### src/rtl/pll_lock_pkg.sv
// Shared types and helpers for the PLL lock supervisor: channel FSM state,
// default counter widths and a saturating increment.
package pll_lock_pkg;

    typedef enum logic [2:0] {
        StRstHold  = 3'd0,
        StWaitLock = 3'd1,
        StStable   = 3'd2,
        StLocked   = 3'd3,
        StFail     = 3'd4
    } pll_state_e;

    localparam int unsigned DefRstHoldCycles    = 16;
    localparam int unsigned DefLockStableCycles = 64;
    localparam int unsigned DefLockTimeoutCycles = 50000;

    // Each counter must hold values up to its cycle count inclusive.
    localparam int unsigned HoldCntW    = $clog2(DefRstHoldCycles + 1);
    localparam int unsigned StableCntW  = $clog2(DefLockStableCycles + 1);
    localparam int unsigned TimeoutCntW = $clog2(DefLockTimeoutCycles + 1);

    function automatic int unsigned cnt_width(input int unsigned max_val);
        return (max_val < 2) ? 1 : $clog2(max_val + 1);
    endfunction

    function automatic logic [31:0] sat_inc(input logic [31:0] val, input int unsigned width);
        logic [31:0] max_val;
        max_val = (width >= 32) ? 32'hFFFF_FFFF : ((32'd1 << width) - 32'd1);
        return (val >= max_val) ? max_val : val + 32'd1;
    endfunction

endpackage

### src/rtl/pll_lock_chan.sv
// One supervised PLL channel: lock synchronizer, reset/lock FSM, timers and stickies.
// PLL_LOCK_AUTO_RETRY_EN: loss or timeout re-pulses the PLL reset instead of waiting/failing.
module pll_lock_chan
    import pll_lock_pkg::*;
#(
    parameter int unsigned RST_HOLD_CYCLES     = DefRstHoldCycles,
    parameter int unsigned LOCK_STABLE_CYCLES  = DefLockStableCycles,
    parameter int unsigned LOCK_TIMEOUT_CYCLES = DefLockTimeoutCycles,
    parameter int unsigned CNT_W               = 8,
    parameter int unsigned HoldW               = HoldCntW,
    parameter int unsigned StableW             = StableCntW,
    parameter int unsigned TimerW              = TimeoutCntW
) (
    input  logic             clk,
    input  logic             rst_n,
    input  logic             lock_i,
    input  logic             clear_i,
    output logic             pll_rst_o,
    output logic             lock_ok_o,
    output logic             loss_sticky_o,
    output logic             timeout_sticky_o,
    output logic [CNT_W-1:0] loss_cnt_o
);

    localparam logic [HoldW-1:0]   HoldLast    = HoldW'(RST_HOLD_CYCLES - 1);
    localparam logic [StableW-1:0] StableLast  = StableW'(LOCK_STABLE_CYCLES - 1);
    localparam logic [TimerW-1:0]  TimeoutLast = TimerW'(LOCK_TIMEOUT_CYCLES - 1);

    pll_state_e         state_q;
    logic [2:0]         sync_q;
    logic [HoldW-1:0]   hold_q;
    logic [StableW-1:0] stable_q;
    logic [TimerW-1:0]  timer_q;
    logic               pll_rst_q;
    logic               lock_ok_q;
    logic               loss_sticky_q;
    logic               timeout_sticky_q;
    logic [CNT_W-1:0]   loss_cnt_q;

    logic             lock_s;
    logic             lock_d;
    logic             lock_fall;
    logic [CNT_W-1:0] loss_base;
    logic [CNT_W-1:0] loss_next;

    assign lock_s    = sync_q[1];
    assign lock_d    = sync_q[2];
    assign lock_fall = lock_d & ~lock_s;
    // A loss on the same cycle as clear counts from zero, so the event survives the clear.
    assign loss_base = clear_i ? '0 : loss_cnt_q;
    assign loss_next = CNT_W'(sat_inc(32'(loss_base), CNT_W));

    always_ff @(posedge clk or negedge rst_n) begin
        if (!rst_n) begin
            state_q          <= StRstHold;
            sync_q           <= '0;
            hold_q           <= '0;
            stable_q         <= '0;
            timer_q          <= '0;
            pll_rst_q        <= 1'b1;
            lock_ok_q        <= 1'b0;
            loss_sticky_q    <= 1'b0;
            timeout_sticky_q <= 1'b0;
            loss_cnt_q       <= '0;
        end else begin
            sync_q <= {sync_q[1:0], lock_i};

            if (clear_i) begin
                loss_sticky_q    <= 1'b0;
                timeout_sticky_q <= 1'b0;
                loss_cnt_q       <= '0;
            end

            unique case (state_q)
                StRstHold: begin
                    pll_rst_q <= 1'b1;
                    lock_ok_q <= 1'b0;
                    if (hold_q == HoldLast) begin
                        state_q   <= StWaitLock;
                        pll_rst_q <= 1'b0;
                        hold_q    <= '0;
                        timer_q   <= '0;
                    end else begin
                        hold_q <= hold_q + 1'b1;
                    end
                end

                StWaitLock, StStable: begin
                    lock_ok_q <= 1'b0;
                    // Timer keeps running across STABLE->WAIT_LOCK so glitches cannot evade it.
                    if (timer_q == TimeoutLast) begin
                        timeout_sticky_q <= 1'b1;
                        pll_rst_q        <= 1'b1;
`ifdef PLL_LOCK_AUTO_RETRY_EN
                        state_q <= StRstHold;
                        hold_q  <= '0;
`else
                        state_q <= StFail;
`endif
                    end else begin
                        timer_q <= timer_q + 1'b1;
                        if (!lock_s) begin
                            state_q <= StWaitLock;
                        end else if (state_q == StWaitLock) begin
                            stable_q <= StableW'(1);
                            state_q  <= (LOCK_STABLE_CYCLES == 1) ? StLocked : StStable;
                        end else begin
                            stable_q <= stable_q + 1'b1;
                            if (stable_q == StableLast) begin
                                state_q <= StLocked;
                            end
                        end
                    end
                end

                StLocked: begin
                    if (lock_fall) begin
                        lock_ok_q     <= 1'b0;
                        loss_sticky_q <= 1'b1;
                        loss_cnt_q    <= loss_next;
`ifdef PLL_LOCK_AUTO_RETRY_EN
                        state_q   <= StRstHold;
                        pll_rst_q <= 1'b1;
                        hold_q    <= '0;
`else
                        state_q <= StWaitLock;
                        timer_q <= '0;
`endif
                    end else begin
                        lock_ok_q <= 1'b1;
                    end
                end

                StFail: begin
                    pll_rst_q <= 1'b1;
                    lock_ok_q <= 1'b0;
                    if (clear_i) begin
                        state_q <= StRstHold;
                        hold_q  <= '0;
                    end
                end

                default: begin
                    state_q   <= StRstHold;
                    pll_rst_q <= 1'b1;
                    lock_ok_q <= 1'b0;
                    hold_q    <= '0;
                end
            endcase
        end
    end

    assign pll_rst_o        = pll_rst_q;
    assign lock_ok_o        = lock_ok_q;
    assign loss_sticky_o    = loss_sticky_q;
    assign timeout_sticky_o = timeout_sticky_q;
    assign loss_cnt_o       = loss_cnt_q;

endmodule

### src/rtl/pll_lock_supervisor.sv
// N-channel PLL lock supervisor: per-channel supervision plus registered summary status.
// PLL_LOCK_AUTO_RETRY_EN selects automatic PLL re-reset on loss/timeout in every channel.
module pll_lock_supervisor
    import pll_lock_pkg::*;
#(
    parameter int unsigned N_CH                = 2,
    parameter int unsigned RST_HOLD_CYCLES     = DefRstHoldCycles,
    parameter int unsigned LOCK_STABLE_CYCLES  = DefLockStableCycles,
    parameter int unsigned LOCK_TIMEOUT_CYCLES = DefLockTimeoutCycles,
    parameter int unsigned CNT_W               = 8
) (
    input  logic                  clk,
    input  logic                  rst_n,
    input  logic [N_CH-1:0]       lock_in_i,
    input  logic                  clear_i,
    output logic [N_CH-1:0]       pll_rst_o,
    output logic [N_CH-1:0]       lock_ok_o,
    output logic                  all_locked_o,
    output logic [N_CH-1:0]       loss_sticky_o,
    output logic [N_CH-1:0]       timeout_sticky_o,
    output logic [N_CH*CNT_W-1:0] loss_cnt_o,
    output logic                  chk_ok_o
);

    localparam int unsigned HoldW   = cnt_width(RST_HOLD_CYCLES);
    localparam int unsigned StableW = cnt_width(LOCK_STABLE_CYCLES);
    localparam int unsigned TimerW  = cnt_width(LOCK_TIMEOUT_CYCLES);

    logic [N_CH-1:0] lock_ok;
    logic [N_CH-1:0] loss_sticky;
    logic [N_CH-1:0] timeout_sticky;
    logic            all_locked_q;
    logic            chk_ok_q;

    for (genvar i = 0; i < N_CH; i++) begin : g_chan
        pll_lock_chan #(
            .RST_HOLD_CYCLES    (RST_HOLD_CYCLES),
            .LOCK_STABLE_CYCLES (LOCK_STABLE_CYCLES),
            .LOCK_TIMEOUT_CYCLES(LOCK_TIMEOUT_CYCLES),
            .CNT_W              (CNT_W),
            .HoldW              (HoldW),
            .StableW            (StableW),
            .TimerW             (TimerW)
        ) u_chan (
            .clk             (clk),
            .rst_n           (rst_n),
            .lock_i          (lock_in_i[i]),
            .clear_i         (clear_i),
            .pll_rst_o       (pll_rst_o[i]),
            .lock_ok_o       (lock_ok[i]),
            .loss_sticky_o   (loss_sticky[i]),
            .timeout_sticky_o(timeout_sticky[i]),
            .loss_cnt_o      (loss_cnt_o[i*CNT_W +: CNT_W])
        );
    end

    always_ff @(posedge clk or negedge rst_n) begin
        if (!rst_n) begin
            all_locked_q <= 1'b0;
            chk_ok_q     <= 1'b0;
        end else begin
            all_locked_q <= &lock_ok;
            chk_ok_q     <= (&lock_ok) & ~(|loss_sticky) & ~(|timeout_sticky);
        end
    end

    assign lock_ok_o        = lock_ok;
    assign loss_sticky_o    = loss_sticky;
    assign timeout_sticky_o = timeout_sticky;
    assign all_locked_o     = all_locked_q;
    assign chk_ok_o         = chk_ok_q;

endmodule

### config.mk
export PLATFORM = sky130hd
export DESIGN_NAME = pll_lock_supervisor
export DESIGN_NICKNAME = d
export VERILOG_FILES = /design/src/rtl/pll_lock_pkg.sv /design/src/rtl/pll_lock_chan.sv /design/src/rtl/pll_lock_supervisor.sv
export SDC_FILE = /design/constraint.sdc
export NUM_CORES = 1
export LEC_CHECK = 0
export CORE_ASPECT_RATIO = 1.75
export CORE_MARGIN = 2
export CORE_UTILIZATION = 64
export DETAILED_ROUTE_END_ITERATION = 10
export GPL_TIMING_DRIVEN = 0
export PLACE_DENSITY = 0.85
export SLEW_MARGIN = 40
export SYNTH_ARGS = -nofsm -noshare
export SYNTH_HDL_FRONTEND = slang
export SYNTH_SLANG_ARGS = --single-unit
### constraint.sdc
create_clock -name clk -period 3.35 [get_ports clk]
set_input_delay 0.67 -clock clk [delete_from_list [all_inputs] [get_ports clk]]
set_output_delay 0.67 -clock clk [all_outputs]
set_load 0.05 [all_outputs]
==> metrics.yaml <==
outcome: "complete, no violations"
coreArea_mm2: 0.00757
clock_latency_ns: 0.34
worstPathRequired_ns: 2.68
fin_skew_ns: 0.00692
yosys_warnings: 0
wl_met2_mm: 6.24
clockBufferDepth: 2
start_kind: "flip-flop"
die_area_mm2: 0.00855
numPortBuffers: 29
worstSetupPathType: "reg -> out"
dp_hpwl_mm: 8.06
power.leakage_nw: 2.49
start_util_pct: 66.0
routed_wl_mm: 11.5
track_usage_pct: 28.3
cpPeakStageDelay_ns: 0.78
num_antenna_cells: 0
finalCriticalPeriod_ns: 2.49
postRouteAntennaNets: 0
tritoncts: "built"
syn_area_per_cell_um2: 9.16
hold_path_class: "in -> async"
yosysSeqAreaShare_pct: 47.1
cp_cell_sequence: "buf_4, clkdlybuf4s50_1"
hold_viol_final: 0
critPathTopFamily: "buffers and inverters"
highest_layer: "met4"
post_cts_buffers: 0
ys_ff_latch: 94
grt_setup_unrepaired: "no"
power_density_mw_per_mm2: 709
gp_congestion: 0.932
cts_htree_levels: 3
drtPass1Iterations: 5
cts-root-buf: "clkbuf_16"
path_buf_inv: 2
overflow: 0
ioPinCount: 31
setup_viol: 0
endpoint_kind: "output port"
slew_violations: 0
vdd.ir_drop.worst_mv: 0.417
synthFlopType: "dfrtp_1"
worstPathMaxFanout: 3
die-width_um: 70.8
antenna_found_initial: 0
cts_buffers: 9
stdcell_count: 679
fin_nets: 599
clkSinkCount: 94
final_layout_size_suffix_gt1_share_pct: 7.78
rows: 42
vias: 4352
synthCells: 545
dp_slack_ns: 0.967
synth_fp_nets: 558
via_per_inst: 6.41
grt_first_pass_wirelength_mm: 19.5
finalCritPeriodShare_pct: 74.2
drt_iter0_markers: 296
synth_edf_count: 0
post-place-cells: 663
fin_ws_ns: 0.865
syn2layout_area_growth_pct: 14.8
slowest_stage: "clkdlybuf4s50_1"
wl_met1_mm: 4.49
wl_per_cell_um: 17.0
die_y_um: 121
grt_max_degree: 51
hold_buffers: 0
wl_met3_um: 451
synth_cell_types: 61
synth_area_mm2: 0.00499
grt_pass1_vias: 4320
drc_errors: 0
worstMarginPinSlew_ns: 0.678
fmax_ghz: 0.402
slew_headroom_pct: 54.6
max_cap_violations: 0
synth-async-reset-ratio_pct: 100
whs_ns: 0.267
worstPathArrival_ns: 1.82
clk_pin_slew_ns: 0.06
cts_resized: 0
routing by layer:
metal,up-vias,track usage [%]
met3,34,3.99
met4,0,14.5
met1,2136,32.4
li1,2050,-
met2,132,50.5
met5,-,0
cell type report:
cell class / instances / area [um^2]
plain buffers: 28 / 161
clock buffers: 12 / 246
clock inverters: 4 / 70.1
fillers: 555 / 1830
inverters: 9 / 33.8
multi-input cells: 414 / 2440
flip-flops and latches: 94 / 2350
well taps: 88 / 110
repair buffers: 30 / 312
path summary, 6_finish.rpt:
| kind | startpoint | to | slack [ns] | cells after the start |
|---|---|---|---|---|
| max reg2reg | g_chan[0].u_chan.state_q[1]$_DFFE_PN0P_ | g_chan[0].u_chan.stable_q[2]$_DFFE_PN0P_ | 0.91 | 7 |
| max in group asynchronous | rst_n | g_chan[1].u_chan.pll_rst_o$_DFFE_PN1P_ | 2.43 | 2 |
| min | rst_n | g_chan[0].u_chan.stable_q[2]$_DFFE_PN0P_ | 0.27 | 1 |
| min reg2reg | g_chan[1].u_chan.sync_q[0]$_DFF_PN0_ | g_chan[1].u_chan.sync_q[1]$_DFF_PN0_ | 0.35 | 0 |
| max | g_chan[1].u_chan.pll_rst_o$_DFFE_PN1P_ | pll_rst_o[1] | 0.86 | 2 |
| min in group clk | g_chan[1].u_chan.sync_q[0]$_DFF_PN0_ | g_chan[1].u_chan.sync_q[1]$_DFF_PN0_ | 0.35 | 0 |
sequential cells by signal, indices dropped and copies added, names as in the netlist:
| register | flops |
|---|---|
| g_chan.u_chan.timer_q | 32 |
| g_chan.u_chan.loss_cnt_o | 16 |
| g_chan.u_chan.stable_q | 14 |
| g_chan.u_chan.hold_q | 10 |
| g_chan.u_chan.state_q | 6 |
| g_chan.u_chan.sync_q | 6 |
| g_chan.u_chan.lock_ok_o | 2 |
| g_chan.u_chan.loss_sticky_o | 2 |
| g_chan.u_chan.pll_rst_o | 2 |
| g_chan.u_chan.timeout_sticky_o | 2 |
| all_locked_o | 1 |
| chk_ok_o | 1 |
cell usage after synthesis (all sizes together) (3+ instances only):
library cell | number | share of area (%)
dfrtp | 92 | 46
o21ai | 73 | 7.4
nand2 | 57 | 4.3
nor2 | 41 | 3.1
nand3 | 29 | 2.9
a21oi | 23 | 2.3
nor2b | 21 | 2.6
and3 | 15 | 1.9
buf | 15 | 2.3
nand2b | 15 | 1.9
clkbuf | 13 | 0.98
nand4 | 13 | 1.6
nor3 | 12 | 1.2
o31ai | 12 | 1.8
inv | 9 | 0.68
xnor2 | 9 | 1.6
xor2 | 9 | 1.6
ha | 8 | 2.0
a31oi | 7 | 0.88
or2 | 6 | 0.75
and4 | 4 | 0.70
nand4b | 4 | 0.83
nor4 | 4 | 0.50
o41ai | 4 | 0.70
and2 | 3 | 0.43
mux2i | 3 | 0.60
o211ai | 3 | 0.45
o22ai | 3 | 0.38
kinds of logic after synthesis:
group                      Yosys count  synth area share, %
AOI/OAI and AO/OA                  147                 18.1
buffers and inverters               37                 3.91
muxes                                3                0.601
DFF                                 94                 47.1
adders and majority gates            8                 2.00
and+or+nand+nor                    238                 25.1
xor gates and xnor gates            18                 3.16
cell usage in the layout (no fill, tap or decap), types with 3 or more instances in the layout:
cell type         n
a21oi_1          23
or2_2             6
o22ai_1           3
clkbuf_16         9
inv_1             9
xor2_1            9
o211ai_1          3
nor4_1            4
xnor2_1           9
nand3_1          29
o21ai_0          72
and3_1           14
nand4_1          13
buf_6             4
mux2i_1           3
and4_1            4
nor2b_1          21
ha_1              8
dfrtp_1          92
nand2b_1         15
buf_4             8
nand4b_1          3
nor3_1           12
nor2_1           41
a31oi_1           7
o41ai_1           4
nand2_1          57
o31ai_1          12
clkdlybuf4s50_1  28
buf_2             3
clkbuf_1         15
through the flow:
stage | setup TNS, ns | util, % | area, um^2 | power (mW)
4_1_cts | 0 | 75.8 | 5730 | 4.07
3_3_place_gp | -158.46 | 71.3 | 5400 | 2.89
2_1_floorplan | 0 | - | 4990 | 2.57
3_5_place_dp | 0 | 71.6 | 5420 | 2.97
6_report | 0 | 75.8 | 5730 | 4.07
5_1_grt | 0 | 75.8 | 5730 | 4.32
where the power goes:
part	internal, mW	switching [mW]
clock	0.672	0.412
combinational	0.521	0.944
sequential	1.32	0.196
total	2.52	1.55
Power figures use the tool's default switching activity.
